## src/rtl/sseg_pkg.sv

```systemverilog
// Shared seven-segment definitions used by the display decoder and the capture block.
// Patterns are active-low, bit order {g,f,e,d,c,b,a}.
package sseg_pkg;

    localparam logic [6:0] SSEG_0     = 7'b1000000;
    localparam logic [6:0] SSEG_1     = 7'b1111001;
    localparam logic [6:0] SSEG_2     = 7'b0100100;
    localparam logic [6:0] SSEG_3     = 7'b0110000;
    localparam logic [6:0] SSEG_4     = 7'b0011001;
    localparam logic [6:0] SSEG_5     = 7'b0010010;
    localparam logic [6:0] SSEG_6     = 7'b0000010;
    localparam logic [6:0] SSEG_7     = 7'b1111000;
    localparam logic [6:0] SSEG_8     = 7'b0000000;
    localparam logic [6:0] SSEG_9     = 7'b0010000;
    localparam logic [6:0] SSEG_A     = 7'b0001000;
    localparam logic [6:0] SSEG_B     = 7'b0000011;
    localparam logic [6:0] SSEG_C     = 7'b1000110;
    localparam logic [6:0] SSEG_D     = 7'b0100001;
    localparam logic [6:0] SSEG_E     = 7'b0000110;
    localparam logic [6:0] SSEG_F     = 7'b0001110;
    localparam logic [6:0] SSEG_BLANK = 7'b1111111;

endpackage

```

## src/rtl/sseg_pattern_to_hex.sv

```systemverilog
// Combinational inverse of the display decoder: segment pattern -> {legal, nibble}.
// Any pattern outside the 16 hex glyphs reports legal_o=0 with nibble 0.
module sseg_pattern_to_hex
    import sseg_pkg::*;
(
    input  logic [6:0] sseg_i,
    output logic       legal_o,
    output logic [3:0] nibble_o
);

    // Table lookup over the shared glyph constants.
    always_comb begin
        legal_o  = 1'b1;
        nibble_o = 4'h0;
        case (sseg_i)
            SSEG_0:  nibble_o = 4'h0;
            SSEG_1:  nibble_o = 4'h1;
            SSEG_2:  nibble_o = 4'h2;
            SSEG_3:  nibble_o = 4'h3;
            SSEG_4:  nibble_o = 4'h4;
            SSEG_5:  nibble_o = 4'h5;
            SSEG_6:  nibble_o = 4'h6;
            SSEG_7:  nibble_o = 4'h7;
            SSEG_8:  nibble_o = 4'h8;
            SSEG_9:  nibble_o = 4'h9;
            SSEG_A:  nibble_o = 4'hA;
            SSEG_B:  nibble_o = 4'hB;
            SSEG_C:  nibble_o = 4'hC;
            SSEG_D:  nibble_o = 4'hD;
            SSEG_E:  nibble_o = 4'hE;
            SSEG_F:  nibble_o = 4'hF;
            default: begin
                legal_o  = 1'b0;
                nibble_o = 4'h0;
            end
        endcase
    end

endmodule

```

## src/rtl/sseg_capture.sv

```systemverilog
// Samples an external multiplexed seven-segment display and rebuilds the shown hex word.
// A digit is accepted once its {an,sseg} has been stable for STABLE_CYCLES samples with
// exactly one anode low; a frame is emitted the cycle after every slot has been seen.
module sseg_capture
    import sseg_pkg::*;
#(
    parameter int NUM_DIGITS    = 4,
    parameter int STABLE_CYCLES = 16
) (
    input  logic                    clk,
    input  logic                    reset,
    input  logic [NUM_DIGITS-1:0]   an,
    input  logic [6:0]              sseg,
    output logic [4*NUM_DIGITS-1:0] value,
    output logic                    value_valid,
    output logic                    frame_err
);

    localparam int             CW      = $clog2(STABLE_CYCLES + 1);
    localparam logic [CW-1:0]  CNT_MAX = CW'(STABLE_CYCLES);

    logic [NUM_DIGITS-1:0]   an_s1_q, an_s2_q, an_prev_q;
    logic [6:0]              sseg_s1_q, sseg_s2_q, sseg_prev_q;
    logic [CW-1:0]           cnt_q, cnt_d;
    logic [4*NUM_DIGITS-1:0] slots_q;
    logic [NUM_DIGITS-1:0]   seen_q, err_q;
    logic [4*NUM_DIGITS-1:0] value_q;
    logic                    value_valid_q, frame_err_q;

    logic                    same;
    logic [NUM_DIGITS-1:0]   an_low;
    logic                    one_hot;
    logic                    accept;
    logic                    frame_done;
    logic                    pat_legal;
    logic [3:0]              pat_nibble;

    sseg_pattern_to_hex u_decode (
        .sseg_i   (sseg_s2_q),
        .legal_o  (pat_legal),
        .nibble_o (pat_nibble)
    );

    assign same       = ({an_s2_q, sseg_s2_q} == {an_prev_q, sseg_prev_q});
    assign an_low     = ~an_s2_q;
    assign one_hot    = (an_low != '0) && ((an_low & (an_low - NUM_DIGITS'(1))) == '0);
    // Fires only on the transition into saturation, so one accept per dwell.
    assign accept     = same && (cnt_q == CNT_MAX - CW'(1)) && one_hot;
    assign frame_done = &seen_q;

    // Stability counter: restart on any change, saturate at the threshold.
    always_comb begin
        cnt_d = cnt_q;
        if (!same) begin
            cnt_d = '0;
        end else if (cnt_q != CNT_MAX) begin
            cnt_d = cnt_q + CW'(1);
        end
    end

    // Two-flop synchronizer plus previous-sample register; blank (all-ones) on reset.
    always_ff @(posedge clk) begin
        if (reset) begin
            an_s1_q     <= '1;
            an_s2_q     <= '1;
            an_prev_q   <= '1;
            sseg_s1_q   <= SSEG_BLANK;
            sseg_s2_q   <= SSEG_BLANK;
            sseg_prev_q <= SSEG_BLANK;
            cnt_q       <= '0;
        end else begin
            an_s1_q     <= an;
            an_s2_q     <= an_s1_q;
            an_prev_q   <= an_s2_q;
            sseg_s1_q   <= sseg;
            sseg_s2_q   <= sseg_s1_q;
            sseg_prev_q <= sseg_s2_q;
            cnt_q       <= cnt_d;
        end
    end

    // Slot capture; a frame-complete cycle clears seen/err unless that slot is re-accepted.
    always_ff @(posedge clk) begin
        if (reset) begin
            slots_q <= '0;
            seen_q  <= '0;
            err_q   <= '0;
        end else begin
            for (int k = 0; k < NUM_DIGITS; k++) begin
                if (accept && an_low[k]) begin
                    slots_q[4*k +: 4] <= pat_nibble;
                    seen_q[k]         <= 1'b1;
                    err_q[k]          <= ~pat_legal;
                end else if (frame_done) begin
                    seen_q[k] <= 1'b0;
                    err_q[k]  <= 1'b0;
                end
            end
        end
    end

    // Registered frame output: value holds between frames, valid is a single-cycle pulse.
    always_ff @(posedge clk) begin
        if (reset) begin
            value_q       <= '0;
            value_valid_q <= 1'b0;
            frame_err_q   <= 1'b0;
        end else begin
            value_valid_q <= frame_done;
            if (frame_done) begin
                value_q     <= slots_q;
                frame_err_q <= |err_q;
            end
        end
    end

    assign value       = value_q;
    assign value_valid = value_valid_q;
    assign frame_err   = frame_err_q;

endmodule

```

## config.mk

```make
export PLATFORM = sky130hd
export DESIGN_NAME = sseg_capture
export DESIGN_NICKNAME = d
export VERILOG_FILES = /design/src/rtl/sseg_pkg.sv /design/src/rtl/sseg_pattern_to_hex.sv /design/src/rtl/sseg_capture.sv
export SDC_FILE = /design/constraint.sdc
export NUM_CORES = 1
export LEC_CHECK = 0
export ABC_AREA = 1
export CAP_MARGIN = 20
export CORE_ASPECT_RATIO = 0.6
export CORE_MARGIN = 3
export CORE_UTILIZATION = 30
export CTS_BUF_LIST = sky130_fd_sc_hd__clkbuf_8
export DETAILED_ROUTE_END_ITERATION = 12
export SYNTH_ARGS = -nofsm -noshare
export SYNTH_HDL_FRONTEND = slang
export SYNTH_HIERARCHICAL = 1
export SYNTH_SLANG_ARGS = --single-unit
```

## constraint.sdc

```tcl
create_clock -name clk -period 2.3 [get_ports clk]
set_input_delay 0.345 -clock clk [delete_from_list [all_inputs] [get_ports clk]]
set_output_delay 0.345 -clock clk [all_outputs]
set_load 0.01 [all_outputs]
```

# == Yosys cells after proc, flatten, opt, wreduce, memory -nomap -nowiden ==
# Cells that the tools add are included.
# word_totals
reg_bits,80
word_cells,75
memories,0
romBits,0
ramBits,0
inputBits,13
out_inout_bits,18
latchBits,0
# op_classes
mux,11
n_lt_le_gt_ge,0
shift,0
mul,0
bitwise_logic,4
n_addsub,2
n_reduce_logical,18
eq_ne,18
n_div,0
# op_table
operator,count
4-bit case mux with 15 select lines,1
7-bit == test (second input constant),4
7-bit by 5-bit == test with 1-bit output (second input constant),3
7-bit by 6-bit == test with 1-bit output (second input constant),3
16-bit OR reduction,1
7-bit by 2-bit == test with 1-bit output (second input constant),2
7-bit by 4-bit == test with 1-bit output (second input constant),2
11-bit == test,1
1-bit 2-to-1 mux,10
2-bit nonzero test,4
7-bit by 3-bit == test with 1-bit output (second input constant),1
1-bit logical AND,7
7-bit logical NOT,1
5-bit by 1-bit adder with 5-bit output (second input constant),1
5-bit by 4-bit == test with 1-bit output (second input constant),1
5-bit inequality test (second input constant),1
4-bit AND,1
4-bit logical NOT,1
4-bit inverter,1
4-bit AND reduction,1
4-bit nonzero test,1
4-bit OR reduction,1
4-bit by 1-bit subtractor with 4-bit output (second input constant),1
1-bit inverter,2
2-bit OR reduction,1

# == Depth between registers and ports, before layout ==
# logic_depth
depth_word,8
depth_mapped,11
depth_no_buf,11

# == Modules after synthesis ==
# Netlist, hierarchy kept.
# by_module_without_submodules
module,seq_area_each_um2,area_each_um2,instances,cells_each
sseg_capture,1601.5,2924.1,1,355
sseg_pattern_to_hex,0.0,344.1,1,80

# == Worst setup path after synthesis ==
# Ideal clock, no wire load.
# synth_timing
kind,register -> register
start,register cnt_q[1]
end,register slots_q[11]
t_arrival_ns,1.476
setup_ns,0.113
slack_ns,0.711
n_path_buf,1
period_less_slack_ns,1.589
required_time_ns,2.187
stages_incl_launch_ff,11
path_cell_list,dfxtp_1 -> ha_1 -> nand2_1 -> nor2_1 -> ha_1 -> o211ai_1 -> nor2_2 -> nand4_1 -> buf_6 -> nor2_1 -> nor2_1
# synth_via
elab_chain_cells,4
# synth_rtl
item,line_no,rtl
start: declaration,sseg_capture.sv:24,"logic [CW-1:0] cnt_q, cnt_d;"
start signal: assignment,sseg_capture.sv:78,cnt_q <= cnt_d;
5-bit by 4-bit == test with 1-bit output,sseg_capture.sv:48,assign accept = same && (cnt_q == CNT_MAX - CW'(1)) && one_hot;
1-bit logical AND (2 in series),sseg_capture.sv:48,
1-bit logical AND,sseg_capture.sv:90,if (accept && an_low[k]) begin
end signal: indexed assignment,sseg_capture.sv:91,slots_q[4*k +: 4] <= pat_nibble;
end: declaration,sseg_capture.sv:25,logic [4*NUM_DIGITS-1:0] slots_q;
# No other way between the ends.
# A chain may end at the register's enable or synchronous reset.

# == Worst setup path after layout ==
# layout_timing
start,register cnt_q[1]
end,register slots_q[1]
# The elaborated chain is that of the path after synthesis.

==> impl_metrics.env <==
export IMPL_status="finished, final reports clean"
export IMPL_cts_resized=0
export IMPL_p_per_area_nw_per_um2=644.0
export IMPL_fmax_mhz=526.5
export IMPL_worstMarginPinSlew_ns=0.4899
export IMPL_clock_skew_ns=0.01188
export IMPL_intPower_uw=1887
export IMPL_grt_start_max_net_pins=47
export IMPL_layout_nets=485
export IMPL_drv_cap=0
export IMPL_cts_inserted_buffers=9
export IMPL_drive_gt1_share_pct=14.77
export IMPL_ir_worst_vdd_v=0.0003556
export IMPL_cts_buffer_depth=2
export IMPL_synth_common_cells="nand2_1, dfxtp_1, nor2_1, inv_1, or2_2"
export IMPL_p_leak_uw=0.001814
export IMPL_timing_rr_end="slots_q[1]$_SDFFE_PP0P_"
export IMPL_cts_sinks=80
export IMPL_max_slew_margin_pct=67.29
export IMPL_clkTransAtPathRegs_ns=0.08
export IMPL_ant_nets=0
export IMPL_yosysTopAreaCell="dfxtp_1"
export IMPL_ctsHoldBuffers=0
export IMPL_grt_pass1_wl_um=11300
export IMPL_ff2ff_setup_slack_ns=0.40
export IMPL_hold_end="sseg_s2_q[3]$_SDFF_PP1_"
export IMPL_timing_final_crit_share_pct=82.57
export IMPL_routabilityCongestion=0.9449
export IMPL_synth_edf_count=0
export IMPL_area_growth_pct=18.03
export IMPL_insertion_delay_ns=0.36
export IMPL_syn_inst=435
export IMPL_synth_nets=451
export IMPL_grt_overflow=0
export IMPL_initial_core_util_pct=31.95
export IMPL_rsz0062_at_grt="no"
export IMPL_synth_area_leaders="dfxtp_1, nand2_1, nor2_1"
export IMPL_hold_depth=1
export IMPL_dr_pass1_iters=4
export IMPL_num_antenna_cells=0
export IMPL_endpoint_kind="flop"
export IMPL_arrival_ns=2.19
export IMPL_grt_pass1_vias=2418
export IMPL_slew_viol_final=0
export IMPL_clkPwrFrac_pct=37.9
export IMPL_p_comb_share_pct=4.7
export IMPL_boundaryPins=31
export IMPL_design_area_um2=3857
export IMPL_yosysWarnings=6
export IMPL_cts_tree="done"
export IMPL_period_needed_ns=1.899
export IMPL_synth_distinct_cells=27
export IMPL_post_synth_cell_area_avg_um2=7.513
export IMPL_r2r_start="cnt_q[1]$_SDFFE_PP0P_"
export IMPL_crit_path_max_fanout=11
export IMPL_dpl_hpwl_um=4753
export IMPL_cts_htree_levels=3
export IMPL_hold_viol_final=0
export IMPL_grt_usage_pct=11.63
export IMPL_hp_start="sseg_s1_q[3]$_SDFF_PP1_"
export IMPL_rows=28
export IMPL_antenna_found_initial=0
export IMPL_vias=2624
export IMPL_startpoint_type="flop"
export IMPL_r2r_cells=11
export IMPL_die_w_um=140.7
export IMPL_port_buffers=30
export IMPL_synthArstFlopShare_pct=0
export IMPL_switchingPower_uw=596.7
export IMPL_required_ns=2.59
export IMPL_clock_root_buffer="clkbuf_8"
export IMPL_setup_viol=0
export IMPL_yosysSeqAreaShare_pct=49.00
export IMPL_place_area_um2=3669
export IMPL_die_h_um=86.85
export IMPL_core_um2=10230
export IMPL_p_sw_share_pct=24.02
export IMPL_synth_area_um2=3268
export IMPL_finalWirelength_um=6733
export IMPL_seqPwrFrac_pct=57.4
export IMPL_wl_per_cell_um=11.06
export IMPL_fin_tns_setup_ns=0
export IMPL_yosys_area_top_type_share_pct=49.00
export IMPL_synthFlopType="dfxtp_1"
export IMPL_vias_per_cell=4.309
export IMPL_drt_iter0_markers=164
export IMPL_ys_ff_latch=80
export IMPL_crit_type="flop to flop"
export IMPL_synth_most_common_cell="nand2_1"
export IMPL_drc_errors=0
export IMPL_dieArea_um2=12220
export IMPL_hp_class="flop to flop"
[worst max-delay path, stage by stage, from the launching register on]
cell      delay, ns
dfxtp_1        0.42
ha_1           0.20
nand2_1        0.07
nor2_1         0.13
ha_1           0.18
o211ai_1       0.11
nor2_2         0.19
nand4_1        0.12
buf_4          0.19
nand2_1        0.06
nand2_1        0.04
nor2_1         0.11
[kinds of logic after synthesis]
| logic type | Yosys count | synth area share, % |
|---|---|---|
| AO/OA/AOI/OAI | 42 | 6.509 |
| XOR/XNOR | 7 | 1.876 |
| adder cells (fa/ha/maj) | 3 | 1.149 |
| buffers and inverters | 59 | 8.652 |
| flip-flops | 80 | 49.00 |
| AND/OR/NAND/NOR | 244 | 32.81 |
[power by group through the flow]
stage                     clock [uW]  sequential (uW)  combinational [uW]
after floorplan                    0             1450                84.6
after CTS                        980             1430                 120
after detailed placement           0             1460                 119
after global placement             0             1460                 116
after global routing            1040             1430                 132
final                            941             1430                 118
[layer usage]
metal / vias up / track usage (%) / share of wire [%]
li1: 1408 / - / -
met1: 1155 / 15.93 / 51
met2: 49 / 16.88 / 42
met4: 0 / 4.310 / 1.5
met3: 12 / 4.135 / 5.6
met5: - / 0 / 0
[placed cells by master, fill, tap and decap left out, types with 2 or more instances in the layout]
master and count:
or2_2 25, clkbuf_8 10, nand2_2 2, nor2_2 12, xnor2_1 6, o21ai_1 8
ha_1 3, a21oi_1 24, inv_2 6, clkinv_4 3, dfxtp_1 80, nor3_1 5
nand2_1 102, nand3_1 10, nor2_1 78, nand4_1 6, inv_1 39, buf_4 7
o21ai_0 9, clkdlybuf4s50_1 30
[flip-flops by register name, indices dropped and copies added (netlist names)]
register,count
slots_q,16
an_s2_q,4
sseg_prev_q,7
sseg_s1_q,7
err_q,4
frame_err,1
value_valid,1
an_s1_q,4
seen_q,4
sseg_s2_q,7
value,16
an_prev_q,4
cnt_q,5
[area by class of cell]
type	instances	area (um2)
Fill cell	1085	6372
Sequential cell	80	1602
Inverter	45	168.9
Clock buffer	10	137.6
Multi-Input combinational cell	296	1384
Timing Repair Buffer	37	352.8
Clock inverter	6	43.79
Tap cell	135	168.9
[worst max path at each step]
stage                               start                  endpoint  slack [ns]  cells past startpoint
floorplan           cnt_q[1]$_SDFFE_PP0P_  slots_q[11]$_SDFFE_PP0P_        0.71                     10
global placement    cnt_q[1]$_SDFFE_PP0P_   slots_q[7]$_SDFFE_PP0P_        0.43                      9
detailed placement  cnt_q[1]$_SDFFE_PP0P_   slots_q[7]$_SDFFE_PP0P_        0.27                      9
CTS                 cnt_q[1]$_SDFFE_PP0P_   slots_q[7]$_SDFFE_PP0P_        0.22                     10
global route        cnt_q[1]$_SDFFE_PP0P_  slots_q[11]$_SDFFE_PP0P_        0.21                     11
finish              cnt_q[1]$_SDFFE_PP0P_   slots_q[1]$_SDFFE_PP0P_        0.40                     11
[metrics by stage]
stage	setup slack, ns	std cells	power, uW	utilization, %	hold WS, ns
6_report	0.4008	609	2484	37.71	0.4104
5_1_grt	0.2083	609	2602	37.71	0.4290
4_1_cts	0.2226	608	2526	37.63	0.4115
3_5_place_dp	0.2712	592	1578	35.86	0.3932
3_3_place_gp	0.4253	592	1573	35.86	0.3940
2_1_floorplan	0.7113	435	1539	-	0.3895
[repair_timing]
action | 4_1_cts | 5_1_grt
endpoints found under the hold margin | 0 | 0
setup endpoints to repair | 0 | 5
buffers inserted | 0 | 1
(Power assumes the default switching activity.)
